**config.mk**
```make
export PLATFORM = sky130hd
export DESIGN_NAME = edge_detect_multi_flat
export DESIGN_NICKNAME = d
export VERILOG_FILES = /design/src/rtl/edge_detect_multi_if.sv /design/src/rtl/edge_detect_multi.sv /design/src/flat_wrapper.sv
export SDC_FILE = /design/constraint.sdc
export NUM_CORES = 1
export LEC_CHECK = 0
export CORE_MARGIN = 2
export CORE_UTILIZATION = 52
export CTS_BUF_LIST = sky130_fd_sc_hd__clkbuf_8 sky130_fd_sc_hd__clkbuf_16
export CTS_CLUSTER_DIAMETER = 100
export DETAILED_ROUTE_END_ITERATION = 10
export PLACE_DENSITY = 0.82
export SKIP_CTS_REPAIR_TIMING = 1
export SYNTH_ARGS = -nofsm -noshare
export SYNTH_HDL_FRONTEND = slang
export SYNTH_SLANG_ARGS = --single-unit
```
**constraint.sdc**
```tcl
create_clock -name clk -period 3.4 [get_ports clk]
set_clock_uncertainty 0.15 [all_clocks]
set_input_delay 1.02 -clock clk [delete_from_list [all_inputs] [get_ports clk]]
set_output_delay 1.02 -clock clk [all_outputs]
set_load 0.01 [all_outputs]
```
**src/rtl/edge_detect_multi_if.sv**
```systemverilog
`default_nettype none
// ============================================================================
// Module      : edge_detect_multi_if
// Description : Channel bundle for edge_detect_multi: raw inputs, per-channel
//               mode/clear controls and the pulse/flag outputs.
// Revision    : 1.0 - initial release
// ============================================================================
interface edge_detect_multi_if #(
    parameter int CH = 4
);
    logic [CH-1:0]   rx_in;
    logic [2*CH-1:0] mode;
    logic [CH-1:0]   clr;
    logic [CH-1:0]   pos_pulse;
    logic [CH-1:0]   neg_pulse;
    logic [CH-1:0]   doub_pulse;
    logic [CH-1:0]   irq_flag;
    logic [CH-1:0]   ovf_flag;
    logic            irq;

    modport master (
        output rx_in,
        output mode,
        output clr,
        input  pos_pulse,
        input  neg_pulse,
        input  doub_pulse,
        input  irq_flag,
        input  ovf_flag,
        input  irq
    );

    modport slave (
        input  rx_in,
        input  mode,
        input  clr,
        output pos_pulse,
        output neg_pulse,
        output doub_pulse,
        output irq_flag,
        output ovf_flag,
        output irq
    );
endinterface
`default_nettype wire

```
**src/rtl/edge_detect_multi.sv**
```systemverilog
`default_nettype none
// ============================================================================
// Module      : edge_detect_multi
// Description : Multi-channel synchronised, glitch-filtered edge detector with
//               per-channel edge pulses, sticky event/overflow flags and irq.
// Revision    : 1.0 - initial release
// ============================================================================
module edge_detect_multi #(
    parameter int CH          = 4,
    parameter int SYNC_STAGES = 2,
    parameter int FILT_LEN    = 3
) (
    input  wire logic          clk,
    input  wire logic          rst,
    edge_detect_multi_if.slave bus
);

    localparam int                 c_CNT_W    = $clog2(FILT_LEN + 1);
    localparam logic [c_CNT_W-1:0] c_CNT_LAST = c_CNT_W'(FILT_LEN - 1);
    localparam logic [c_CNT_W-1:0] c_CNT_ONE  = c_CNT_W'(1);

    wire [CH-1:0] w_sync_q;
    wire [CH-1:0] w_filt_q;
    wire [CH-1:0] w_pos;
    wire [CH-1:0] w_neg;
    wire [CH-1:0] w_doub;
    wire [CH-1:0] w_irq_flag;
    wire [CH-1:0] w_ovf_flag;

    generate
        for (genvar i = 0; i < CH; i++) begin : g_ch
            logic [SYNC_STAGES-1:0] r_sync;
            logic [c_CNT_W-1:0]     r_cnt;
            logic                   r_filt;
            logic                   r_filt_d;
            logic                   r_pos;
            logic                   r_neg;
            logic                   r_doub;
            logic                   r_irq_flag;
            logic                   r_ovf_flag;
            logic                   w_event;

            // Bit 0 is the metastability-catching stage; the MSB feeds the filter.
            always_ff @(posedge clk) begin
                if (rst) begin
                    r_sync <= '0;
                end else begin
                    r_sync <= {r_sync[SYNC_STAGES-2:0], bus.rx_in[i]};
                end
            end

            assign w_sync_q[i] = r_sync[SYNC_STAGES-1];

            // The counter measures how long the synchronised level has differed
            // from the accepted level; any return to agreement restarts it.
            always_ff @(posedge clk) begin
                if (rst) begin
                    r_cnt  <= '0;
                    r_filt <= 1'b0;
                end else if (w_sync_q[i] == r_filt) begin
                    r_cnt  <= '0;
                end else if (r_cnt == c_CNT_LAST) begin
                    r_filt <= w_sync_q[i];
                    r_cnt  <= '0;
                end else begin
                    r_cnt  <= r_cnt + c_CNT_ONE;
                end
            end

            assign w_filt_q[i] = r_filt;

            always_ff @(posedge clk) begin
                if (rst) begin
                    r_filt_d <= 1'b0;
                    r_pos    <= 1'b0;
                    r_neg    <= 1'b0;
                    r_doub   <= 1'b0;
                end else begin
                    r_filt_d <= r_filt;
                    r_pos    <= r_filt & ~r_filt_d;
                    r_neg    <= ~r_filt & r_filt_d;
                    r_doub   <= r_filt ^ r_filt_d;
                end
            end

            // Mode is applied to the pulse currently on the outputs, so a new
            // mode affects the first pulse following the edge that samples it.
            assign w_event = (r_pos & bus.mode[2*i]) | (r_neg & bus.mode[2*i+1]);

            // Clear never suppresses a coincident event on irq_flag, but it
            // always wins on ovf_flag.
            always_ff @(posedge clk) begin
                if (rst) begin
                    r_irq_flag <= 1'b0;
                    r_ovf_flag <= 1'b0;
                end else begin
                    r_irq_flag <= w_event | (r_irq_flag & ~bus.clr[i]);
                    r_ovf_flag <= ~bus.clr[i] & (r_ovf_flag | (w_event & r_irq_flag));
                end
            end

            assign w_pos[i]      = r_pos;
            assign w_neg[i]      = r_neg;
            assign w_doub[i]     = r_doub;
            assign w_irq_flag[i] = r_irq_flag;
            assign w_ovf_flag[i] = r_ovf_flag;
        end
    endgenerate

    assign bus.pos_pulse  = w_pos;
    assign bus.neg_pulse  = w_neg;
    assign bus.doub_pulse = w_doub;
    assign bus.irq_flag   = w_irq_flag;
    assign bus.ovf_flag   = w_ovf_flag;
    assign bus.irq        = |w_irq_flag;

endmodule
`default_nettype wire
```
**src/flat_wrapper.sv**
```systemverilog
// flat-port wrapper written by rule: the top's interface ports become plain ports
module edge_detect_multi_flat 
#(
    parameter int CH          = 4,
    parameter int SYNC_STAGES = 2,
    parameter int FILT_LEN    = 3
)
  (clk, rst, bus_rx_in, bus_mode, bus_clr, bus_pos_pulse, bus_neg_pulse, bus_doub_pulse, bus_irq_flag, bus_ovf_flag, bus_irq);
  edge_detect_multi_if #(.CH(CH)) bus_i ();
  input  wire logic clk;
  input  wire logic rst;
  input wire logic [$bits(bus_i.rx_in)-1:0] bus_rx_in;
  input wire logic [$bits(bus_i.mode)-1:0] bus_mode;
  input wire logic [$bits(bus_i.clr)-1:0] bus_clr;
  output wire logic [$bits(bus_i.pos_pulse)-1:0] bus_pos_pulse;
  output wire logic [$bits(bus_i.neg_pulse)-1:0] bus_neg_pulse;
  output wire logic [$bits(bus_i.doub_pulse)-1:0] bus_doub_pulse;
  output wire logic [$bits(bus_i.irq_flag)-1:0] bus_irq_flag;
  output wire logic [$bits(bus_i.ovf_flag)-1:0] bus_ovf_flag;
  output wire logic [$bits(bus_i.irq)-1:0] bus_irq;
  assign bus_i.rx_in = bus_rx_in;
  assign bus_i.mode = bus_mode;
  assign bus_i.clr = bus_clr;
  assign bus_pos_pulse = bus_i.pos_pulse;
  assign bus_neg_pulse = bus_i.neg_pulse;
  assign bus_doub_pulse = bus_i.doub_pulse;
  assign bus_irq_flag = bus_i.irq_flag;
  assign bus_ovf_flag = bus_i.ovf_flag;
  assign bus_irq = bus_i.irq;
  edge_detect_multi #(.CH(CH), .SYNC_STAGES(SYNC_STAGES), .FILT_LEN(FILT_LEN)) u_core (.clk(clk), .rst(rst), .bus(bus_i));
endmodule
```
==> impl_metrics.yaml <==
logic_synthesis:
  synthCells: 162
  ys_seq_area_frac: 0.5146
  yosys.area.top_type: "dfxtp_1"
  syn-cell-area_mm2: 0.001712
  syn_nets: 192
  synth.distinct_cells: 21
  ys_warn_count: 0
  syn_area_per_cell_um2: 10.57
  yosysTopAreaCellShare: 0.5146
  synth_seq_cells: 44
  synthTopCellsByArea: "dfxtp_1, buf_4, ha_1"
route:
  via_per_inst: 4.782
  via_count: 1095
  wl_per_cell_um: 12.03
  final_antenna_net_count: 0
  wl_mm: 2.755
  drt_iter0_drc: 33
  dr.pass1.iters: 4
  remaining_drc_errors: 0
global_route:
  grt_max_degree: 25
  grt.total_usage: 0.1682
  first_global_vias: 1103
  antenna_found_initial: 0
  grt_pass1_wl_mm: 4.485
  overflow: 0
clock_tree:
  cts_tree: "built"
  root_buffer: "clkbuf_8"
  numCtsBuffers: 5
  clk_pin_slew_ns: 0.08
  insertion_delay_ns: 0.29
  clockBufferDepth: 2
  htree_levels: 2
  cts.sinks: 44
layout:
  diodes: 0
  syn2layout_area_growth_pct: 23.17
  mostFrequentLayoutCells: "dfxtp_1, clkdlybuf4s50_1, nor2_1"
  instances_no_fill: 229
  n_fill_cell: 259
  drive_gt1_frac: 0.07568
  final_nets: 214
  final_common_cell: "dfxtp_1"
  final_util: 0.6794
setup_path:
  critPathBufInv: 1
  max_stage_delay_ns: 0.52
  critPathLaunch: "u_core.g_ch[2].r_irq_flag$_SDFF_PP0_"
  path_delay_family: "simple AND/OR/NAND/NOR gates"
  crit_slowest_cell: "or4_1"
  arrival_ns: 1.63
  crit_chain: "or4_1 > clkdlybuf4s50_1"
  crit_path_end: "bus_irq"
  cp.depth: 2
  end_kind: "primary output"
  reg2reg_slack_ns: 2.15
  cp-start-kind: "flop"
  r2r_cells: 3
  crit_required_ns: 2.23
  crit_type: "flop to primary output"
  timing.rr.start: "u_core.g_ch[0].r_cnt[0]$_SDFF_PP0_"
  rr_endpoint: "u_core.g_ch[0].r_cnt[1]$_SDFF_PP0_"
  critPathMaxFanout: 4
power:
  peakVddDrop_mv: 0.2792
  p_comb_frac: 0.041
  p_int_w: 0.0008051
  pwr-share-seq: 0.529
  p_per_area_mw_per_mm2: 469.2
  power.net_switching_w: 0.0001841
  clock_power_share: 0.429
  switching_share: 0.1861
  cellLeakagePower_nw: 0.7746
floorplan:
  initial_core_util: 0.5516
  rows: 20
  fp.dieW_um: 61.37
  core_mm2: 0.003103
  pin_count: 39
  die_height_um: 61.37
  die_area_mm2: 0.003766
run:
  maxCapViolCount: 0
sta:
  min_period_over_period: 0.8242
  fmax_mhz: 356.8
  tns_ns: 0
  final_max_slew_viol_count: 0
  hold_viol: 0
  slew_headroom: 0.7702
  period_minus_slack_ns: 2.802
  worst_pin_slew_ns: 0.3448
  grt_setup_unrepaired: "no"
  setup_viol: 0
placed_design:
  port_buffers: 38
  place_hpwl_mm: 2.126
  gp_congestion: 0.6768
  dp_cells: 221
worst_hold_path:
  min_path_cells: 1
  hp-start: "u_core.g_ch[3].r_cnt[0]$_SDFF_PP0_"
  hold_path_class: "flop to flop"
outcome:
  status: "complete, no violations"
## power by group through the flow
stage,Sequential (W),Combinational (W),Clock (W)
floorplan,0.000535,0.0000179,0
global placement,0.000535,0.0000390,0
detailed placement,0.000536,0.0000413,0
CTS,0.000523,0.0000416,0.000433
global route,0.000524,0.0000452,0.000452
finish,0.000524,0.0000410,0.000425
## worst register-to-register path, delay by kind of cell (launching register included)
family | cells | cell delay (ns)
buffers and inverters | 1 | 0.05
and+or+nand+nor | 1 | 0.32
DFF | 1 | 0.33
adders and majority gates | 1 | 0.29
## through the flow
| stage | hold slack (ns) | cell area (µm²) | worst slack [ns] | total power [W] |
|---|---|---|---|---|
| floorplan | 0.2485 | 1712 | 1.358 | 0.0005528 |
| global placement | 0.2553 | 1982 | 0.9220 | 0.0005741 |
| detailed placement | 0.2642 | 1982 | 0.8940 | 0.0005770 |
| CTS | 0.2753 | 2108 | 0.5751 | 0.0009976 |
| global route | 0.2981 | 2108 | 0.5496 | 0.001021 |
| finish | 0.2731 | 2108 | 0.5976 | 0.0009892 |
## logic make-up (layout without fill, tap and decap cells)
group	after synthesis	count (layout)	share of synthesized area
and+or+nand+nor	49	49	0.1652
DFF	44	44	0.5146
adders and majority gates	12	12	0.08772
buffers and inverters	37	60	0.1316
muxes	4	4	0.02339
AOI/OAI and AO/OA	12	12	0.05702
xor gates and xnor gates	4	4	0.02047
## final cells by class
| cell class | count | area [µm²] | area share |
|---|---|---|---|
| Timing Repair Buffer | 40 | 395.4 | 0.1875 |
| Inverter | 12 | 45.04 | 0.02137 |
| Tap cell | 44 | 55.05 | 0.02611 |
| Multi-Input combinational cell | 81 | 605.6 | 0.2872 |
| Sequential cell | 44 | 880.8 | 0.4178 |
| Clock buffer | 7 | 96.34 | 0.04570 |
| Clock inverter | 1 | 30.03 | 0.01424 |
## worst min path at each step
stage | end | slack, ns
after CTS | u_core.g_ch[3].r_cnt[0]$_SDFF_PP0_ | 0.28
after global routing | u_core.g_ch[1].r_cnt[0]$_SDFF_PP0_ | 0.30
final | u_core.g_ch[3].r_cnt[0]$_SDFF_PP0_ | 0.27
after global placement | u_core.g_ch[2].r_cnt[0]$_SDFF_PP0_ | 0.26
after floorplan | u_core.g_ch[3].r_cnt[0]$_SDFF_PP0_ | 0.25
after detailed placement | u_core.g_ch[3].r_cnt[0]$_SDFF_PP0_ | 0.26
## synthesized netlist by cell type
master	count
dfxtp_1	44
buf_4	20
nor2_1	16
ha_1	12
inv_1	12
nor2b_1	12
nor4_1	8
a21oi_1	4
a22oi_1	4
and2b_1	4
mux2i_1	4
nand2b_1	4
xnor2_1	4
buf_2	3
o2bb2ai_1	2
o2bb2ai_2	2
or3b_1	2
or3b_2	2
buf_6	1
clkbuf_1	1
or4_1	1
## metal layers
metal | share of wire | vias to the layer above | GRT usage
met2 | 0.53 | 32 | 0.3146
met4 | 0.015 | 0 | 0.06383
met5 | 0 | - | 0
li1 | - | 551 | -
met3 | 0.064 | 6 | 0.06303
met1 | 0.40 | 506 | 0.1680
## state kept, by name, indices dropped and copies added, names as in the netlist
name	count
u_core.g_ch.r_pos	4
u_core.g_ch.r_ovf_flag	4
u_core.g_ch.r_doub	4
u_core.g_ch.r_cnt	8
u_core.g_ch.r_filt	4
u_core.g_ch.r_filt_d	4
u_core.g_ch.r_sync	8
u_core.g_ch.r_irq_flag	4
u_core.g_ch.r_neg	4
(Power assumes the default switching activity.)
